$ cat config.mk
export PLATFORM = sky130hd
export DESIGN_NAME = ring_code_monitor
export DESIGN_NICKNAME = d
export VERILOG_FILES = /design/src/rtl/ring_code_monitor.sv
export SDC_FILE = /design/constraint.sdc
export NUM_CORES = 1
export LEC_CHECK = 0
export CAP_MARGIN = 0
export CORE_UTILIZATION = 46
export DETAILED_ROUTE_END_ITERATION = 7
export PLACE_DENSITY = 0.75
export SYNTH_ARGS = -nofsm -noshare
export SYNTH_HDL_FRONTEND = slang
export SYNTH_SLANG_ARGS = --single-unit
$ cat constraint.sdc
create_clock -name clk -period 1.6 [get_ports clk]
set_clock_uncertainty 0.15 [all_clocks]
set_input_delay 0.16 -clock clk [delete_from_list [all_inputs] [get_ports clk]]
set_output_delay 0.16 -clock clk [all_outputs]
set_load 0.02 [all_outputs]
$ cat src/rtl/ring_code_monitor.sv
// ring_code_monitor: checks the one-hot ring code, encodes it to a binary index, counts revolutions.
// Define RING_MON_ERR_COUNT_EN to add the saturating err_count output.
module ring_code_monitor #(
  parameter int WIDTH    = 4,
  parameter int CNT_W    = 8,
  parameter int LOCK_CNT = 2
) (
  input  logic                     clk,
  input  logic                     reset,
  input  logic [WIDTH-1:0]         data_in,
  input  logic                     clear_err,
  output logic [$clog2(WIDTH)-1:0] index,
  output logic                     index_valid,
  output logic                     locked,
  output logic                     err,
  output logic [CNT_W-1:0]         rev_count,
  output logic                     rev_tick
`ifdef RING_MON_ERR_COUNT_EN
  ,
  output logic [7:0]               err_count
`endif
);

  localparam int IDX_W = $clog2(WIDTH);
  localparam int LCW   = $clog2(LOCK_CNT + 1);

  localparam logic [1:0] S_SEARCH = 2'd0;
  localparam logic [1:0] S_LOCKED = 2'd1;
  localparam logic [1:0] S_FAULT  = 2'd2;

  logic [WIDTH-1:0] r_dq;
  logic [WIDTH-1:0] r_prevQ;
  logic [1:0]       r_state;
  logic [LCW-1:0]   r_lockCnt;

  logic [WIDTH-1:0] w_rot;
  logic             w_legal;
  logic             w_step;
  logic             w_hold;
  logic             w_wrap;
  logic             w_toFault;
  logic [IDX_W-1:0] w_enc;
  logic [1:0]       w_nextState;
  logic [LCW-1:0]   w_nextCnt;

  assign w_rot   = {r_prevQ[WIDTH-2:0], r_prevQ[WIDTH-1]};
  assign w_legal = (r_dq != '0) && ((r_dq & (r_dq - WIDTH'(1))) == '0);
  // Only a one-hot sample can be a rotation step, so zero followed by zero never counts toward lock.
  assign w_step  = w_legal && (r_dq == w_rot);
  assign w_hold  = w_legal && (r_dq == r_prevQ);
  assign w_wrap  = w_step && r_dq[0];
  assign w_toFault = (r_state == S_LOCKED) && (w_nextState == S_FAULT);

  always_comb begin
    w_enc = '0;
    for (int i = 0; i < WIDTH; i++) begin
      if (r_dq[i]) w_enc = w_enc | IDX_W'(i);
    end
  end

  always_comb begin
    w_nextState = r_state;
    w_nextCnt   = r_lockCnt;
    case (r_state)
      S_SEARCH: begin
        if (w_step)       w_nextCnt = r_lockCnt + LCW'(1);
        else if (!w_hold) w_nextCnt = '0;
        if (w_nextCnt == LCW'(LOCK_CNT)) begin
          w_nextState = S_LOCKED;
          w_nextCnt   = '0;
        end
      end
      S_LOCKED: begin
        w_nextCnt = '0;
        if (!(w_step || w_hold)) w_nextState = S_FAULT;
      end
      S_FAULT: begin
        if (clear_err) begin
          w_nextState = S_SEARCH;
          w_nextCnt   = '0;
        end
      end
      default: begin
        w_nextState = S_SEARCH;
        w_nextCnt   = '0;
      end
    endcase
  end

  always_ff @(posedge clk or posedge reset) begin
    if (reset) begin
      r_dq        <= '0;
      r_prevQ     <= '0;
      r_state     <= S_SEARCH;
      r_lockCnt   <= '0;
      index       <= '0;
      index_valid <= 1'b0;
      locked      <= 1'b0;
      err         <= 1'b0;
      rev_count   <= '0;
      rev_tick    <= 1'b0;
    end else begin
      r_dq        <= data_in;
      r_prevQ     <= r_dq;
      r_state     <= w_nextState;
      r_lockCnt   <= w_nextCnt;
      if (w_legal) index <= w_enc;
      index_valid <= w_legal && (r_state != S_FAULT);
      locked      <= (w_nextState == S_LOCKED);
      rev_tick    <= (r_state == S_LOCKED) && w_wrap;
      if ((r_state == S_LOCKED) && w_wrap) rev_count <= rev_count + CNT_W'(1);
      if (w_toFault) err <= 1'b1;
      else if ((r_state == S_FAULT) && clear_err) err <= 1'b0;
    end
  end

`ifdef RING_MON_ERR_COUNT_EN
  always_ff @(posedge clk or posedge reset) begin
    if (reset) begin
      err_count <= '0;
    end else if (w_toFault && (err_count != 8'hFF)) begin
      err_count <= err_count + 8'd1;
    end
  end
`endif

endmodule

; ---- Word level (Yosys, flattened, before mapping)
; Cells that the tools add are included.
[classes]
add_sub_neg = 3
n_eq_ne = 9
mux = 15
bitwise_logic = 1
reduce_logical = 13
[ops]
columns = op, n
row1 = two-way mux 2 bit, 10
row2 = "adder 8 x 1 -> 8 bit, second input constant", 1
row3 = equality test 4 bit, 2
row4 = logical AND 1 bit, 8
row5 = "equality test 2 bit, second input constant", 3
row6 = case mux 2 bit (3 select lines), 1
row7 = AND 4 bit, 1
row8 = "equality test 2 x 1 -> 1 bit, second input constant", 2
row9 = logical NOT 4 bit, 1
row10 = "!= test 2 bit, second input constant", 2
row11 = case mux 2 bit (2 select lines), 1
row12 = nonzero test 4 bit, 1
row13 = "subtractor 4 x 1 -> 4 bit, second input constant", 1
row14 = two-way mux 1 bit, 3
row15 = "adder 2 x 1 -> 2 bit, second input constant", 1
row16 = logical NOT 2 bit, 1
row17 = nonzero test 2 bit, 1
row18 = logical OR 1 bit, 1
[word_totals]
regBits = 26
input_bits = 7
output_inout_bits = 14

; ---- Depth between registers and ports, before layout
[depth]
ltp_word = 14
depth_mapped = 6

; ---- Worst setup path after synthesis
; OpenSTA, ideal clock, no wires.
[synth_path]
path_kind = reg2reg
startpoint = register r_dq[1]
endpoint = register rev_count[1]
arrival_time_ps = 1462
required_time_ps = 1322
setup_slack_ps = -139
stages_incl_launch_ff = 6
n_path_buf = 1
synth_period_minus_slack_ps = 1739
cell_sequence = dfrtp_1 > buf_4 > nor4b_2 > nand3_2 > nor2_2 > mux2_1
[synth_between]
elab_chain_len = 7
word_cells_on_any_way = 9
cone_classes = add/sub: 1 / eq/ne: 1 / bitwise: 1 / reduce/logical: 6
[synth_rtl]
columns = item, line_no
row1 = "start, declared", 31  ; logic [WIDTH-1:0] r_dq;
row2 = "start signal, assigned", 103  ; r_dq <= data_in;
row3 = subtractor 4 x 1 -> 4 bit, 47  ; assign w_legal = (r_dq != '0) && ((r_dq & (r_dq - WIDTH'(1))) == '0);
row4 = AND 4 bit, 47
row5 = logical NOT 4 bit, 47
row6 = logical AND 1 bit, 47
row7 = logical AND 1 bit (*), 49  ; assign w_step = w_legal && (r_dq == w_rot);
row8 = logical AND 1 bit (*), 51  ; assign w_wrap = w_step && r_dq[0];
row9 = logical AND 1 bit (*), 111  ; if ((r_state == S_LOCKED) && w_wrap) rev_count <= rev_count + CNT_W'(1);
row10 = "end signal, assigned", 111
row11 = "end, declared", 16  ; output logic [CNT_W-1:0] rev_count,
; Mark *: on every way between the ends. The rest lies on a longest branch, timed or not.
; A chain may end at the register's enable or synchronous reset.

; ---- Worst setup path in the final report
[layout_path]
startpoint = register r_dq[2]
endpoint = register index[0]
[layout_between]
elab_chain_len = 4
word_cells_on_any_way = 5
cone_classes = add/sub: 1 / bitwise: 1 / reduce/logical: 3
[layout_rtl]
columns = item, line_no
row1 = subtractor 4 x 1 -> 4 bit, 47
row2 = AND 4 bit, 47
row3 = logical NOT 4 bit, 47
row4 = logical AND 1 bit (*), 47
row5 = "end signal, assigned", 107  ; if (w_legal) index <= w_enc;
row6 = "end, declared", 12  ; output logic [$clog2(WIDTH)-1:0] index,
; Marked as above.

==> results.yml <==
clock_network:
  cts_tree: "built"
  cts_buffer_depth: 2
  htreeDepth: 1
  cts.sinks: 26
  clock_latency_ns: 0.32
  cts-root-buf: "clkbuf_4"
  numCtsBuffers: 3
  cts.clk_slew.worst_paths_ns: 0.14
setup_path:
  r2r_setup_slack_ns: -0.14
  critPathMaxFanout: 6
  crit_type: "reg -> reg"
  reg2reg_from: "r_dq[2]"
  worstPathRequired_ns: 1.66
  regToRegEndpoint: "index[0]"
  r2r_cells: 5
  critPathCaptureType: "flop"
  worst_setup_path_start_kind: "flop"
  arrival_ns: 1.80
timing:
  hold_violations: 0
  clock.fmax_ghz: 0.574
  setup_slack_ns: -0.141
  finalMaxSlewViolations: 0
  worst_pin_slew_ns: 0.390
  finalCritPeriodShare: 1.09
  timing.hold.ws_ns: 0.0165
  min_period_ns: 1.74
  grt_setup_unrepaired: "true"
  setup_violations: 14
  slew_headroom: 0.739
global_route:
  overflow: 0
  grt_pass1_wl_um: 4020
  track_usage: 0.199
  antenna_found_initial: 0
  grt_pass1_vias: 852
  grt_max_degree: 27
synthesis:
  seq_area_frac_synth: 0.530
  synth_fp_nets: 110
  ys_warn_count: 0
  yosys-top-cells-area: "dfrtp_1 (53%), xor2_1 (5.7%), xnor2_2 (4.0%)"
  yosysTopAreaCell: "dfrtp_1"
  yosysUniqueCellTypes: 35
  yosys_register_bits: 26
  syn_area_per_cell_um2: 12.0
  syn_inst: 102
  netlist_area_um2: 1230
  synth_top_area_frac: 0.530
drt:
  drtIter0Drc: 15
  drt_wl_total_um: 2620
  routed-via-count: 917
  route.antenna.remaining_nets: 0
  wl_per_cell_um: 15.2
  via_per_inst: 5.33
  drc: 0
  drt_first_pass_iters: 4
die:
  start_util: 0.491
  dieArea_um2: 2880
  core_um2: 2500
  die_h_um: 53.7
  die_w_um: 53.7
  rows: 18
  io_pins: 21
final_layout:
  num_antenna_cells: 0
  syn_to_final_growth_pct: 48.1
  layoutNonFillerInstCount: 172
  drive_gt1_frac: 0.359
  nNetsFinal: 151
run_status:
  violations: "setup timing"
  status: "finished with violations"
placement:
  hpwl_um: 1630
  dp_cells: 162
  port_buffers: 20
  gp_congestion: 0.837
power:
  leakagePower_nw: 0.939
  pwr_density_cell_nw_per_um2: 752
  peakVddDrop_mv: 0.785
worst_hold_path:
  hold_path_class: "in -> async"
job:
  drv_cap: 0
==> worst max-delay path by stage <==
| stage | start | endpoint | slack, ns | cells past startpoint |
|---|---|---|---|---|
| final | r_dq[2] | index[0] | -0.14 | 5 |
| after detailed placement | r_dq[2] | locked | -0.12 | 5 |
| after global routing | r_dq[2] | rev_count[3] | -0.21 | 5 |
| after floorplan | r_dq[1] | rev_count[1] | -0.10 | 5 |
| after CTS | r_dq[2] | r_lockCnt[1] | -0.10 | 5 |
| after global placement | r_dq[2] | locked | -0.07 | 5 |
==> cell families after synthesis <==
group,Yosys count,synth area share
DFF,26,0.530
muxes,2,0.0173
AOI/OAI and AO/OA,16,0.0948
and+or+nand+nor,29,0.162
xor gates and xnor gates,16,0.133
adders and majority gates,1,0.0102
buffers and inverters,12,0.0530
==> cell type report <==
| cell class | instances | area [um^2] |
|---|---|---|
| clock buffers | 3 | 22.5 |
| clock inverters | 1 | 30.0 |
| inverters | 7 | 26.3 |
| well taps | 30 | 37.5 |
| flip-flops and latches | 26 | 654 |
| multi-input cells | 64 | 662 |
| repair buffers | 41 | 385 |
| fillers | 161 | 682 |
==> routing by layer <==
layer	global-route usage	share of wire
met5	0	0
met4	0.0526	0
met3	0.0169	0.021
met2	0.344	0.53
met1	0.266	0.45
==> power by group <==
group	leakage [nW]	total (mW)	switching [mW]	internal (mW)
Clock	0.0279	0.446	0.193	0.253
Combinational	0.577	0.214	0.107	0.108
Sequential	0.334	0.707	0.0247	0.682
Total	0.939	1.37	0.324	1.04
==> synth_stat cells <==
master / instances
a211oi_2: 1
a21oi_1: 3
a21oi_2: 1
and3_1: 1
buf_2: 1
buf_4: 3
buf_6: 1
dfrtp_1: 26
ha_1: 1
inv_1: 7
mux2_1: 1
mux2i_1: 1
nand2_1: 4
nand3_1: 5
nand3_2: 1
nand4_1: 2
nand4_2: 1
nor2_1: 1
nor2_2: 1
nor3_1: 6
nor3b_1: 1
nor4_2: 3
nor4b_1: 2
nor4b_2: 1
o211ai_1: 1
o21a_1: 1
o21ai_0: 2
o21ai_1: 2
o22a_1: 1
o2bb2ai_1: 1
o311a_1: 2
o31ai_1: 1
xnor2_1: 5
xnor2_2: 3
xor2_1: 8
==> through the flow <==
stage	util	setup TNS [ns]	worst slack [ns]	power (mW)	cell area, um^2
5_1_grt	0.727	-2.17	-0.213	1.42	1820
3_3_place_gp	0.623	-0.535	-0.0712	0.887	1560
4_1_cts	0.709	-0.666	-0.102	1.37	1770
2_1_floorplan	-	-0.404	-0.101	0.821	1250
3_5_place_dp	0.623	-1.15	-0.123	0.895	1560
6_report	0.727	-1.35	-0.141	1.37	1820
==> layout by cell type (no fill, tap or decap), types with 2 or more instances in the layout <==
cell type	synthesis	routed
xnor2_2	3	4
clkdlybuf4s50_1	0	6
xnor2_1	5	4
nor4_4	0	3
dlymetal6s2s_1	0	3
nor3_2	0	4
o21ai_1	2	2
nor4b_4	0	3
dfrtp_1	26	23
nor3_1	6	2
o311a_1	2	2
nand4_1	2	2
xor2_1	8	7
nand2_1	4	4
clkbuf_4	0	3
dlygate4sd2_1	0	11
nand3_1	5	5
buf_4	3	13
a21oi_2	1	2
buf_6	1	7
dfrtp_2	0	3
inv_1	7	7
o21ai_0	2	2
==> timing repair <==
action / 4_1_cts / 5_1_grt
endpoints found under the setup margin: 27 / 19
gates resized for setup: 36 / 9
hold buffers: 0 / 0
buffers inserted: 5 / 3
hold endpoints to repair: 0 / 0
pin swaps: 21 / 5
==> critical path, stage by stage, from the launching register on <==
cell and delay [ns]:
dfrtp_2 0.49, buf_8 0.17, xor2_4 0.19, a211oi_4 0.39, buf_4 0.20, a21oi_2 0.05
==> registers in the layout, indices dropped and copies added, names as in the netlist <==
register	count
r_prevQ	4
r_dq	4
r_lockCnt	2
rev_count	8
err	1
index	2
locked	1
rev_tick	1
index_valid	1
r_state	2
Note: power is estimated with default switching activity, not from simulation.
